`src/rtl/multicycle_controller.sv`:
```
// Control unit for the multicycle MIPS CPU: a 12-state Moore FSM that sequences each
// instruction and drives the datapath strobes, plus the combinational ALU decoder.
module multicycle_controller (
    input  logic       clk,
    input  logic       rst_n,
    input  logic [5:0] opcode,
    input  logic [5:0] funct,
    output logic       mem_to_reg,
    output logic       reg_dest,
    output logic       i_or_d,
    output logic       alu_src_a,
    output logic [1:0] alu_src_b,
    output logic       ir_write,
    output logic       mem_write,
    output logic       pc_write,
    output logic       branch,
    output logic       reg_write,
    output logic [1:0] pc_src,
    output logic [2:0] alu_control,
    output logic       illegal_op,
    output logic [3:0] state
);

    typedef enum logic [3:0] {
        StFetch    = 4'd0,
        StDecode   = 4'd1,
        StMemAdr   = 4'd2,
        StMemRead  = 4'd3,
        StMemWb    = 4'd4,
        StMemWrite = 4'd5,
        StExecute  = 4'd6,
        StAluWb    = 4'd7,
        StBranch   = 4'd8,
        StAddiExec = 4'd9,
        StAddiWb   = 4'd10,
        StJump     = 4'd11
    } state_e;

    localparam logic [5:0] OpRtype = 6'b000000;
    localparam logic [5:0] OpLw    = 6'b100011;
    localparam logic [5:0] OpSw    = 6'b101011;
    localparam logic [5:0] OpBeq   = 6'b000100;
    localparam logic [5:0] OpAddi  = 6'b001000;
    localparam logic [5:0] OpJ     = 6'b000010;

    localparam logic [1:0] AluOpAdd   = 2'b00;
    localparam logic [1:0] AluOpSub   = 2'b01;
    localparam logic [1:0] AluOpFunct = 2'b10;
    localparam logic [1:0] AluOpNone  = 2'b11;

    state_e     state_q, state_d;
    logic [1:0] alu_op;
    logic       funct_ok;

    always_comb begin
        case (funct)
            6'b100000, 6'b100010, 6'b100100, 6'b100101, 6'b101010: funct_ok = 1'b1;
            default:                                              funct_ok = 1'b0;
        endcase
    end

    always_ff @(posedge clk) begin
        if (!rst_n) begin
            state_q <= StFetch;
        end else begin
            state_q <= state_d;
        end
    end

    always_comb begin
        state_d    = StFetch;
        mem_to_reg = 1'b0;
        reg_dest   = 1'b0;
        i_or_d     = 1'b0;
        alu_src_a  = 1'b0;
        alu_src_b  = 2'b00;
        ir_write   = 1'b0;
        mem_write  = 1'b0;
        pc_write   = 1'b0;
        branch     = 1'b0;
        reg_write  = 1'b0;
        pc_src     = 2'b00;
        alu_op     = AluOpAdd;
        illegal_op = 1'b0;
        state      = state_q;

        case (state_q)
            StFetch: begin
                ir_write  = 1'b1;
                pc_write  = 1'b1;
                alu_src_b = 2'b01;
                state_d   = StDecode;
            end
            StDecode: begin
                alu_src_b = 2'b11;
                case (opcode)
                    OpLw, OpSw: state_d = StMemAdr;
                    OpBeq:      state_d = StBranch;
                    OpAddi:     state_d = StAddiExec;
                    OpJ:        state_d = StJump;
                    OpRtype: begin
                        if (funct_ok) begin
                            state_d = StExecute;
                        end else begin
                            illegal_op = 1'b1;
                        end
                    end
                    default:    illegal_op = 1'b1;
                endcase
            end
            StMemAdr: begin
                alu_src_a = 1'b1;
                alu_src_b = 2'b10;
                state_d   = (opcode == OpSw) ? StMemWrite : StMemRead;
            end
            StMemRead: begin
                i_or_d  = 1'b1;
                state_d = StMemWb;
            end
            StMemWb: begin
                reg_write  = 1'b1;
                mem_to_reg = 1'b1;
            end
            StMemWrite: begin
                i_or_d    = 1'b1;
                mem_write = 1'b1;
            end
            StExecute: begin
                alu_src_a = 1'b1;
                alu_op    = AluOpFunct;
                state_d   = StAluWb;
            end
            StAluWb: begin
                reg_write = 1'b1;
                reg_dest  = 1'b1;
            end
            StBranch: begin
                alu_src_a = 1'b1;
                alu_op    = AluOpSub;
                branch    = 1'b1;
                pc_src    = 2'b01;
            end
            StAddiExec: begin
                alu_src_a = 1'b1;
                alu_src_b = 2'b10;
                state_d   = StAddiWb;
            end
            StAddiWb: begin
                reg_write = 1'b1;
            end
            StJump: begin
                pc_write = 1'b1;
                pc_src   = 2'b10;
            end
            // Unreachable encodings drive every output, alu_control included, to zero.
            default: alu_op = AluOpNone;
        endcase

        if (!rst_n) begin
            mem_to_reg = 1'b0;
            reg_dest   = 1'b0;
            i_or_d     = 1'b0;
            alu_src_a  = 1'b0;
            alu_src_b  = 2'b01;
            ir_write   = 1'b0;
            mem_write  = 1'b0;
            pc_write   = 1'b0;
            branch     = 1'b0;
            reg_write  = 1'b0;
            pc_src     = 2'b00;
            alu_op     = AluOpAdd;
            illegal_op = 1'b0;
            state      = StFetch;
        end
    end

    always_comb begin
        alu_control = 3'b010;
        case (alu_op)
            AluOpAdd: alu_control = 3'b010;
            AluOpSub: alu_control = 3'b110;
            AluOpFunct: begin
                case (funct)
                    6'b100010: alu_control = 3'b110;
                    6'b100100: alu_control = 3'b000;
                    6'b100101: alu_control = 3'b001;
                    6'b101010: alu_control = 3'b111;
                    default:   alu_control = 3'b010;
                endcase
            end
            default:  alu_control = 3'b000;
        endcase
    end

endmodule

```
`config.mk`:
```
export PLATFORM = sky130hd
export DESIGN_NAME = multicycle_controller
export DESIGN_NICKNAME = d
export VERILOG_FILES = /design/src/rtl/multicycle_controller.sv
export SDC_FILE = /design/constraint.sdc
export NUM_CORES = 1
export LEC_CHECK = 0
export ABC_AREA = 1
export BUFFER_PORTS_ARGS = -buffer_cell sky130_fd_sc_hd__buf_2
export CAP_MARGIN = 15
export CORE_MARGIN = 2
export CORE_UTILIZATION = 38
export CTS_CLUSTER_SIZE = 30
export DETAILED_ROUTE_END_ITERATION = 10
export PLACE_DENSITY = 0.85
export SYNTH_ARGS = -nofsm -noshare
export SYNTH_HDL_FRONTEND = slang
export SYNTH_SLANG_ARGS = --single-unit
```
`constraint.sdc`:
```
create_clock -name clk -period 1.56 [get_ports clk]
set_clock_uncertainty 0.1 [all_clocks]
set_input_delay 0.39 -clock clk [delete_from_list [all_inputs] [get_ports clk]]
set_output_delay 0.39 -clock clk [all_outputs]
set_load 0.01 [all_outputs]
```
==> results of run 1 <==
==> worst max-delay path, cell delays in order (launching register included) <==
cell and delay (ps):
dfxtp_4 380, inv_2 60, nor2_4 90, nand4_1 110, or2_1 260, o22ai_2 90
buf_2 150
==> stage by stage <==
stage	worst slack, ps	hold slack, ps	std cells	cell area, µm²
floorplan	-26.9	480	118	624
global placement	-161	579	189	975
CTS	-268	502	194	1060
detailed placement	-268	577	189	975
global route	-335	529	196	1140
finish	-299	479	196	1140
==> layer usage <==
layer	wire [µm]	global-route usage [%]	part of all wire [%]
met5	0	0	0
met2	1350	51.9	54
met4	131	10.9	5.2
met1	902	28.0	36
met3	126	3.75	5.0
==> cells by family after synthesis <==
| group | Yosys count | synth area share, % |
|---|---|---|
| simple gates | 72 | 53.5 |
| compound gates | 16 | 15.9 |
| buf+inv | 26 | 17.1 |
| flops | 4 | 13.5 |
==> where the power goes <==
part           internal (mW)  switching [mW]
clock                 0.0869          0.0557
combinational         0.0747          0.0896
sequential             0.101         0.00658
total                  0.263           0.152
==> layout make-up <==
| cell class | count | area share (%) |
|---|---|---|
| Multi-Input combinational cell | 88 | 46.0 |
| Timing Repair Buffer | 62 | 34.2 |
| Sequential cell | 4 | 8.31 |
| Inverter | 23 | 7.76 |
| Clock buffer | 3 | 1.97 |
| Tap cell | 16 | 1.75 |
==> repair_timing <==
action	CTS	global route
cloned	0	0
setup buffers	2	2
gates resized for setup	22	19
pin swaps	4	3
setup endpoints to repair	17	17
==> final timing paths <==
kind                                        to  cells after the start  startpoint
worst min-delay path                state_q[2]                      6   opcode[3]
worst min register to register      state_q[0]                      4  state_q[0]
worst max-delay path            alu_control[0]                      6  state_q[1]
worst max register to register      state_q[1]                      8  state_q[3]
==> cells in the final DEF (no fill, tap or decap), types with 2 or more instances in the layout <==
master    synthesis  final
buf_2             0     34
buf_4             1     25
nand2_1          30     24
inv_1            20     16
nor2_1           23     14
nand3_1           9      8
nor2_4            1      7
inv_2             3      6
a21oi_1           8      6
nor2_2            2      5
nand2_2           0      5
dfxtp_4           0      4
nand4_1           3      3
clkbuf_4          0      3
buf_6             0      3
a21oi_2           0      2
o21ai_1           1      2
a31oi_1           2      2
==> out/metrics.cfg, run 1 <==
[sta]
period_needed_ps = 1860
fin_setup_tns_ps = -3120
worstMarginPinSlew_ps = 240
setup_viol = 17
drv_slew = 0
hold_viol_final = 0
slew_headroom_pct = 84.0
rsz0062_at_grt = true
fin_crit_sh_pct = 119
fmax_mhz = 538
fin_ws_ps = -299

[clock_tree]
cts_buffers = 3
cts_tree = yes
clockBufferDepth = 2
cts_hold_buf = 0
clock-sinks = 4
clk_latency_ps = 250
h-tree-depth = 1
cts.clk_slew.worst_paths_ps = 40
root_buffer = clkbuf_4

[floorplan]
coreArea_um2 = 1490
die_area_um2 = 1890
dieHeight_um = 43.5
num_rows = 14
ioPinCount = 35
start_util_pct = 39.7
die_x_um = 43.5

[detailed_routing]
ant_nets = 0
dr.pass1.iters = 4
drc = 0
wirelength_um = 2510
drtIter0Drc = 25
viasPerCell = 5.16
via_count = 1011
wl_per_cell_um = 12.8

[logic_synthesis]
async_reset_ff_share_pct = 0
ys_ff_latch = 4
netlist_area_um2 = 592
syn-num-nets = 132
synth_top_area_share_pct = 19.0
yosysMostFrequentCell = nand2_1
synth.distinct_cells = 23
synth_edf_count = 0
yosys_most_used_dff = dfxtp_1
avgSynthCellArea_um2 = 5.02
ys_top_cells_by_area = nand2_1 (19%), nor2_1 (15%), dfxtp_1 (14%)
synth_top_area_cell = nand2_1
yosys-top-cells-count = nand2_1 (30), nor2_1 (23), inv_1 (20)
ys_warn_count = 0
synth_cells = 118
yosysSeqAreaShare_pct = 13.5

[global_route]
grt_usage_pct = 26.6
globalRoute.totalOverflow = 0
antenna_found_initial = 0
first_global_vias = 889
grt_pass1_wl_um = 3740
grt_max_degree = 8

[power_and_ir_drop]
power_uw = 415
ir_drop_uv = 326
power_density_nw_per_um2 = 362
p_leak_nw = 0.664

[place]
hpwl_um = 1750
io_buffers = 34
place_congestion = 0.841

[layout]
fillCellCount = 119
top_register = state_q
largest_reg_flops = 4
syn2layout_area_growth_pct = 93.4
drive_gt1_share_pct = 56.7
n_antenna_cell = 0
multiInputGateArea_um2 = 527
nNetsFinal = 196
utilization_pct = 76.9
register_area_um2 = 95.1
reg_top3 = state_q x4

[setup_path]
reg2reg_slack_ps = 160
worst-path-max-fanout = 5
start_kind = flip-flop
crit_required_ps = 1070
arrival_ps = 1370
critPathCaptureType = output port
crit_type = reg -> out

[outcome]
status = finished, violations left
violations = setup timing

[min_path]
min_path_type = in -> reg

[flow_run]
drv_cap = 0

Note: power is estimated with default switching activity, not from simulation.
==> run 2, diff against run 1 <==
--- a/config.mk
+++ b/config.mk
@@ -12,6 +12,7 @@
 export CORE_UTILIZATION = 38
 export CTS_CLUSTER_SIZE = 30
 export DETAILED_ROUTE_END_ITERATION = 10
+export MAX_ROUTING_LAYER = met4
 export PLACE_DENSITY = 0.85
 export SYNTH_ARGS = -nofsm -noshare
 export SYNTH_HDL_FRONTEND = slang
==> out/metrics.cfg, run 2 (synthesis results as in run 1) <==
[outcome]
status = finished, violations left
violations = setup timing

[min_path]
min_path_type = in -> reg
holdPathStages = 6  ; unchanged
hp-start = opcode[3]
hold_end = state_q[2]

[setup_path]
start_kind = flip-flop
r2r-end = state_q[1]
critPathCaptureType = output port
crit_type = reg -> out
crit_required_ps = 1070  ; about the same
arrival_ps = 1370  ; about the same
worst-path-max-fanout = 5  ; unchanged
r2r_cells = 8  ; unchanged
rr_startpoint = state_q[1]
reg2reg_slack_ps = 180  ; +20 ps

[power_and_ir_drop]
ir_drop_uv = 325  ; -0.11%
p_seq_share_pct = 26.1  ; +0.2 points
p_sw_share_pct = 35.6  ; -1.1 points
pwr-share-comb_pct = 40.7  ; +1.1 points
p_switching_uw = 147  ; -3.1%
internal_power_uw = 267  ; +1.5%
power_density_nw_per_um2 = 358  ; -1.0%
p_leak_nw = 0.672  ; +1.2%
power_frac_clock_pct = 33.2  ; -1.2 points

[floorplan]
die_area_um2 = 1890  ; unchanged
coreArea_um2 = 1490  ; unchanged
dieHeight_um = 43.5  ; unchanged
start_util_pct = 39.7  ; unchanged
ioPinCount = 35  ; unchanged
num_rows = 14  ; unchanged
die_x_um = 43.5  ; unchanged

[global_route]
antenna_found_initial = 0  ; unchanged
globalRoute.totalOverflow = 0  ; unchanged
grt_max_degree = 8  ; unchanged
grt_pass1_wl_um = 3750  ; +0.37%
grt_usage_pct = 27.6  ; +0.91 points
first_global_vias = 888  ; -0.11%

[clock_tree]
h-tree-depth = 1  ; unchanged
clk_latency_ps = 250  ; about the same
cts.clk_slew.worst_paths_ps = 40  ; about the same
cts_hold_buf = 0  ; unchanged
clockBufferDepth = 2  ; unchanged
root_buffer = clkbuf_4
clock-sinks = 4  ; unchanged
cts_tree = yes
cts_buffers = 3  ; unchanged

[layout]
drive_gt1_share_pct = 57.1  ; +0.48 points
syn2layout_area_growth_pct = 95.1
largest_reg_flops = 4  ; unchanged
fillCellCount = 110  ; -7.6%
final_cell_mix = buf_2 (34), buf_4 (27), nand2_1 (24)
top_register = state_q
postLayoutCellArea_um2 = 1150  ; +0.87%
final_common_cell = buf_2
n_antenna_cell = 0  ; unchanged
reg_top3 = state_q x4
nNetsFinal = 198  ; +1.0%

[place]
io_buffers = 34  ; unchanged
place_congestion = 0.854  ; +1.6%
dpl_cell_area_um2 = 975  ; unchanged
place_ws_ps = -268  ; unchanged
hpwl_um = 1750  ; unchanged

[sta]
hold_viol_final = 0  ; unchanged
slew_headroom_pct = 83.9  ; about the same
fin_hold_ws_ps = 470  ; -9.28 ps
fin_ws_ps = -297  ; +2.72 ps
rsz0062_at_grt = true
worstMarginPinSlew_ps = 241  ; +0.199 ps
setup_viol = 17  ; unchanged
period_needed_ps = 1860  ; -2.72 ps
fin_crit_sh_pct = 119  ; -0.17 points
drv_slew = 0  ; unchanged
fmax_mhz = 539  ; +0.15%

[detailed_routing]
wirelength_um = 2430  ; -3.3%
ant_nets = 0  ; unchanged
via_count = 1007  ; -0.40%
viasPerCell = 5.09  ; -1.4%
drc = 0  ; unchanged
wl_per_cell_um = 12.2  ; -4.3%
dr.pass1.iters = 4  ; unchanged
drtIter0Drc = 18  ; -28%

[flow_run]
drv_cap = 0  ; unchanged

==> run 2: through the flow <==
stage | std cells | total power [mW] | TNS [ps] | utilization, %
2_1_floorplan | 118 | 0.175 | -35.7 | -
3_3_place_gp | 189 | 0.240 | -527 | 65.5
3_5_place_dp | 189 | 0.248 | -991 | 65.5
4_1_cts | 194 | 0.392 | -2710 | 71.5
5_1_grt | 198 | 0.440 | -4030 | 77.6
6_report | 198 | 0.414 | -3280 | 77.6
==> run 2: what timing repair did <==
item                                    CTS  global route
setup buffers                             2             4
gates resized for setup                  22            18
pin swaps                                 4             3
endpoints found under the setup margin   17            17
==> run 2: power groups by stage <==
stage	logic, mW	registers [mW]	clock network [mW]
floorplan	0.0633	0.112	0
CTS	0.143	0.106	0.143
global route	0.184	0.108	0.147
global placement	0.128	0.111	0
detailed placement	0.136	0.112	0
finish	0.168	0.108	0.137
==> run 2: worst max-delay path by stage <==
stage | startpoint | end | slack, ps | depth (start not counted)
after global routing | state_q[1] | alu_control[0] | -340 | 6
after floorplan | rst_n | pc_src[0] | -30 | 5
final | state_q[1] | alu_control[0] | -300 | 6
after detailed placement | funct[4] | alu_control[0] | -270 | 6
after global placement | funct[4] | alu_control[2] | -160 | 6
after CTS | state_q[1] | alu_control[0] | -270 | 6
==> run 2: area by class of cell <==
| type | instances | area [µm²] | area share (%) |
|---|---|---|---|
| multi-input combinational | 88 | 522 | 45.2 |
| timing repair buffer | 64 | 407 | 35.2 |
| sequential | 4 | 95.1 | 8.23 |
| inverter | 23 | 88.8 | 7.69 |
| clock buffer | 3 | 22.5 | 1.95 |
| tap | 16 | 20.0 | 1.73 |
==> run 2: critical path: stages (launching register included) <==
cell     delay [ps]
dfxtp_4         380
inv_2            50
nor2_4           90
nand4_1         110
or2_1           250
o22ai_2          90
buf_2           150
==> run 2: metal layers <==
layer  vias up  share of wire [%]  track usage, %
met5         -                  0               -
met4         0                1.9            10.9
met3         8                4.1            3.75
li1        504                  -               -
met1       458                 37            28.3
met2        37                 57            51.9
==> run 3, diff against run 2 <==
--- a/config.mk
+++ b/config.mk
@@ -9,11 +9,11 @@
 export BUFFER_PORTS_ARGS = -buffer_cell sky130_fd_sc_hd__buf_2
 export CAP_MARGIN = 15
 export CORE_MARGIN = 2
-export CORE_UTILIZATION = 38
+export CORE_UTILIZATION = 45
 export CTS_CLUSTER_SIZE = 30
 export DETAILED_ROUTE_END_ITERATION = 10
 export MAX_ROUTING_LAYER = met4
-export PLACE_DENSITY = 0.85
+export PLACE_DENSITY = 0.93
 export SYNTH_ARGS = -nofsm -noshare
 export SYNTH_HDL_FRONTEND = slang
 export SYNTH_SLANG_ARGS = --single-unit
==> constraint.sdc (replaced) <==
create_clock -name clk -period 2.15 [get_ports clk]
set_clock_uncertainty 0.1 [all_clocks]
set_input_delay 0.5375 -clock clk [delete_from_list [all_inputs] [get_ports clk]]
set_output_delay 0.5375 -clock clk [all_outputs]
set_load 0.01 [all_outputs]
==> out/metrics.cfg, run 3 (synthesis results as in run 1) <==
[outcome]
status = completed

[global_route]
globalRoute.totalOverflow = 0  ; unchanged
use_met3_pct = 3.33  ; -0.42 points
grt_pass1_wl_um = 2660  ; -29%
grt_util_met1_pct = 24.8  ; -3.4 points
grt_use_met2_pct = 47.6  ; -4.4 points
grt_usage_pct = 24.5  ; -3.1 points
grt_max_degree = 17  ; +9
first_global_vias = 704  ; -21%
top_usage_layer = met2
antenna_found_initial = 0  ; unchanged

[detailed_routing]
viasPerCell = 5.26  ; +3.5%
wirelength_um = 1800  ; -26%
wl_per_cell_um = 10.7  ; -12%
drc = 0  ; unchanged
via_count = 884  ; -12%
dr.pass1.iters = 5  ; +1
ant_nets = 0  ; unchanged
drtIter0Drc = 18  ; unchanged

[power_and_ir_drop]
pwr-share-comb_pct = 31.2  ; -9.5 points
power_frac_clock_pct = 37.4  ; +4.2 points
p_switching_uw = 84.2  ; -43%
ir_drop_uv = 167  ; -49%
internal_power_uw = 169  ; -37%
power_uw = 253  ; -39%
p_leak_nw = 0.518  ; -23%
p_seq_share_pct = 31.4  ; +5.3 points
power_density_nw_per_um2 = 308  ; -14%
p_sw_share_pct = 33.3  ; -2.3 points

[place]
io_buffers = 34  ; unchanged
dp_cells = 165  ; -13%
place_congestion = 0.796  ; -6.8%
hpwl_um = 1330  ; -24%
place_ws_ps = 58.7  ; +326 ps

[layout]
top_register = state_q
nNetsFinal = 169  ; -15%
n_antenna_cell = 0  ; unchanged
reg_top3 = state_q x4
utilization_pct = 64.8  ; -13 points
stdcell_count = 168  ; -15%
final_cell_mix = buf_2 (34), nand2_1 (30), inv_1 (20)
largest_reg_flops = 4  ; unchanged
syn2layout_area_growth_pct = 38.9
final_common_cell = buf_2
drive_gt1_share_pct = 35.3  ; -22 points

[floorplan]
die_x_um = 40.3  ; -7.4%
start_util_pct = 46.6  ; +6.9 points
dieHeight_um = 40.3  ; -7.4%
ioPinCount = 35  ; unchanged
coreArea_um2 = 1270  ; -15%
num_rows = 13  ; -1
die_area_um2 = 1620  ; -14%

[clock_tree]
root_buffer = clkbuf_4
clk_latency_ps = 240  ; about the same
cts_buffers = 3  ; unchanged
cts.clk_slew.worst_paths_ps = 40  ; about the same
cts_tree = yes
clock-sinks = 4  ; unchanged
post_cts_buffers = 0  ; -2
clockBufferDepth = 2  ; unchanged
h-tree-depth = 1  ; unchanged

[sta]
fin_setup_tns_ps = 0  ; +3280 ps
fmax_mhz = 483
rsz0062_at_grt = false
period_needed_ps = 2070
fin_crit_sh_pct = 96.3
hold_viol_final = 0  ; unchanged
fin_ws_ps = 79.2  ; +376 ps
setup_viol = 0  ; -17
slew_headroom_pct = 69.5  ; -14 points
drv_slew = 0  ; unchanged
worstMarginPinSlew_ps = 456  ; +216 ps

[setup_path]
r2r_cells = 6  ; -2
crit_path_top_delay_cell = dfxtp_4
crit_start = state_q[1]
critPathCaptureType = output port
arrival_ps = 1430  ; +60 ps
start_kind = flip-flop
cp.buffers_inverters = 2  ; unchanged
crit_type = reg -> out
slowest_delay_ps = 380  ; about the same
cp_cell_sequence = inv_2 > nor2_4 > nand4_1 > or2_1 > o22ai_1 > buf_2
r2r-end = state_q[1]
rr_startpoint = state_q[3]
reg2reg_slack_ps = 750  ; +570 ps
cp_top_family = simple AND/OR/NAND/NOR gates
crit_required_ps = 1510  ; +440 ps
worst-path-max-fanout = 7  ; +2

[min_path]
holdPathStages = 3  ; -3
hold_end = state_q[3]
min_path_type = reg -> reg
hp-start = state_q[1]

[flow_run]
drv_cap = 0  ; unchanged

-- run 3: changes by cell type in the layout (fill, tap and decap cells not counted), sizes merged --
cell	change
buf	-29
-- run 3: per-layer routing --
| metal | wire length, µm | up-vias |
|---|---|---|
| met1 | 720 | 388 |
| met3 | 129 | 6 |
| met5 | 0 | - |
| met4 | 27 | 0 |
| met2 | 925 | 45 |
| li1 | - | 445 |
-- run 3: how the worst max path moves through the flow --
stage                                 to  slack [ps]  depth (start not counted)
after floorplan                pc_src[0]          30                          5
after global placement    alu_control[0]         110                          6
after detailed placement  alu_control[0]          60                          6
after CTS                      alu_src_a          40                          5
after global routing          illegal_op           7                          9
final                     alu_control[0]          80                          6
-- run 3: layout make-up --
class                      instances  area [µm²]
inverter                          23        86.3
multi-input combinational         88         430
tap                               15        18.8
clock buffer                       3        22.5
timing repair buffer              35         178
fill                             120         447
sequential                         4        86.3
-- run 3: power groups by stage --
stage               Clock (mW)  Combinational [mW]  Sequential (mW)
global placement             0              0.0711           0.0812
CTS                     0.0962              0.0741           0.0804
detailed placement           0              0.0737           0.0815
floorplan                    0              0.0437           0.0809
global route             0.103              0.0892           0.0797
finish                  0.0945              0.0789           0.0795
-- run 3: worst register-to-register path, delay by kind of cell, from the launching register on --
| kind | cells | cell delay (ps) |
|---|---|---|
| and+or+nand+nor | 3 | 460 |
| DFF | 1 | 350 |
| buffers and inverters | 2 | 230 |
| AOI/OAI and AO/OA | 1 | 170 |
-- run 3: stage by stage --
stage	area, µm²	hold slack (ps)
6_report	822	564
4_1_cts	797	599
5_1_grt	822	604
3_5_place_dp	773	597
3_3_place_gp	773	594
2_1_floorplan	592	526
-- run 3: repair_timing --
item                                    in CTS  in global routing
hold buffers                                 0                  0
endpoints found under the setup margin       1                  7
gates resized for setup                      1                 10
gates cloned                                 0                  0
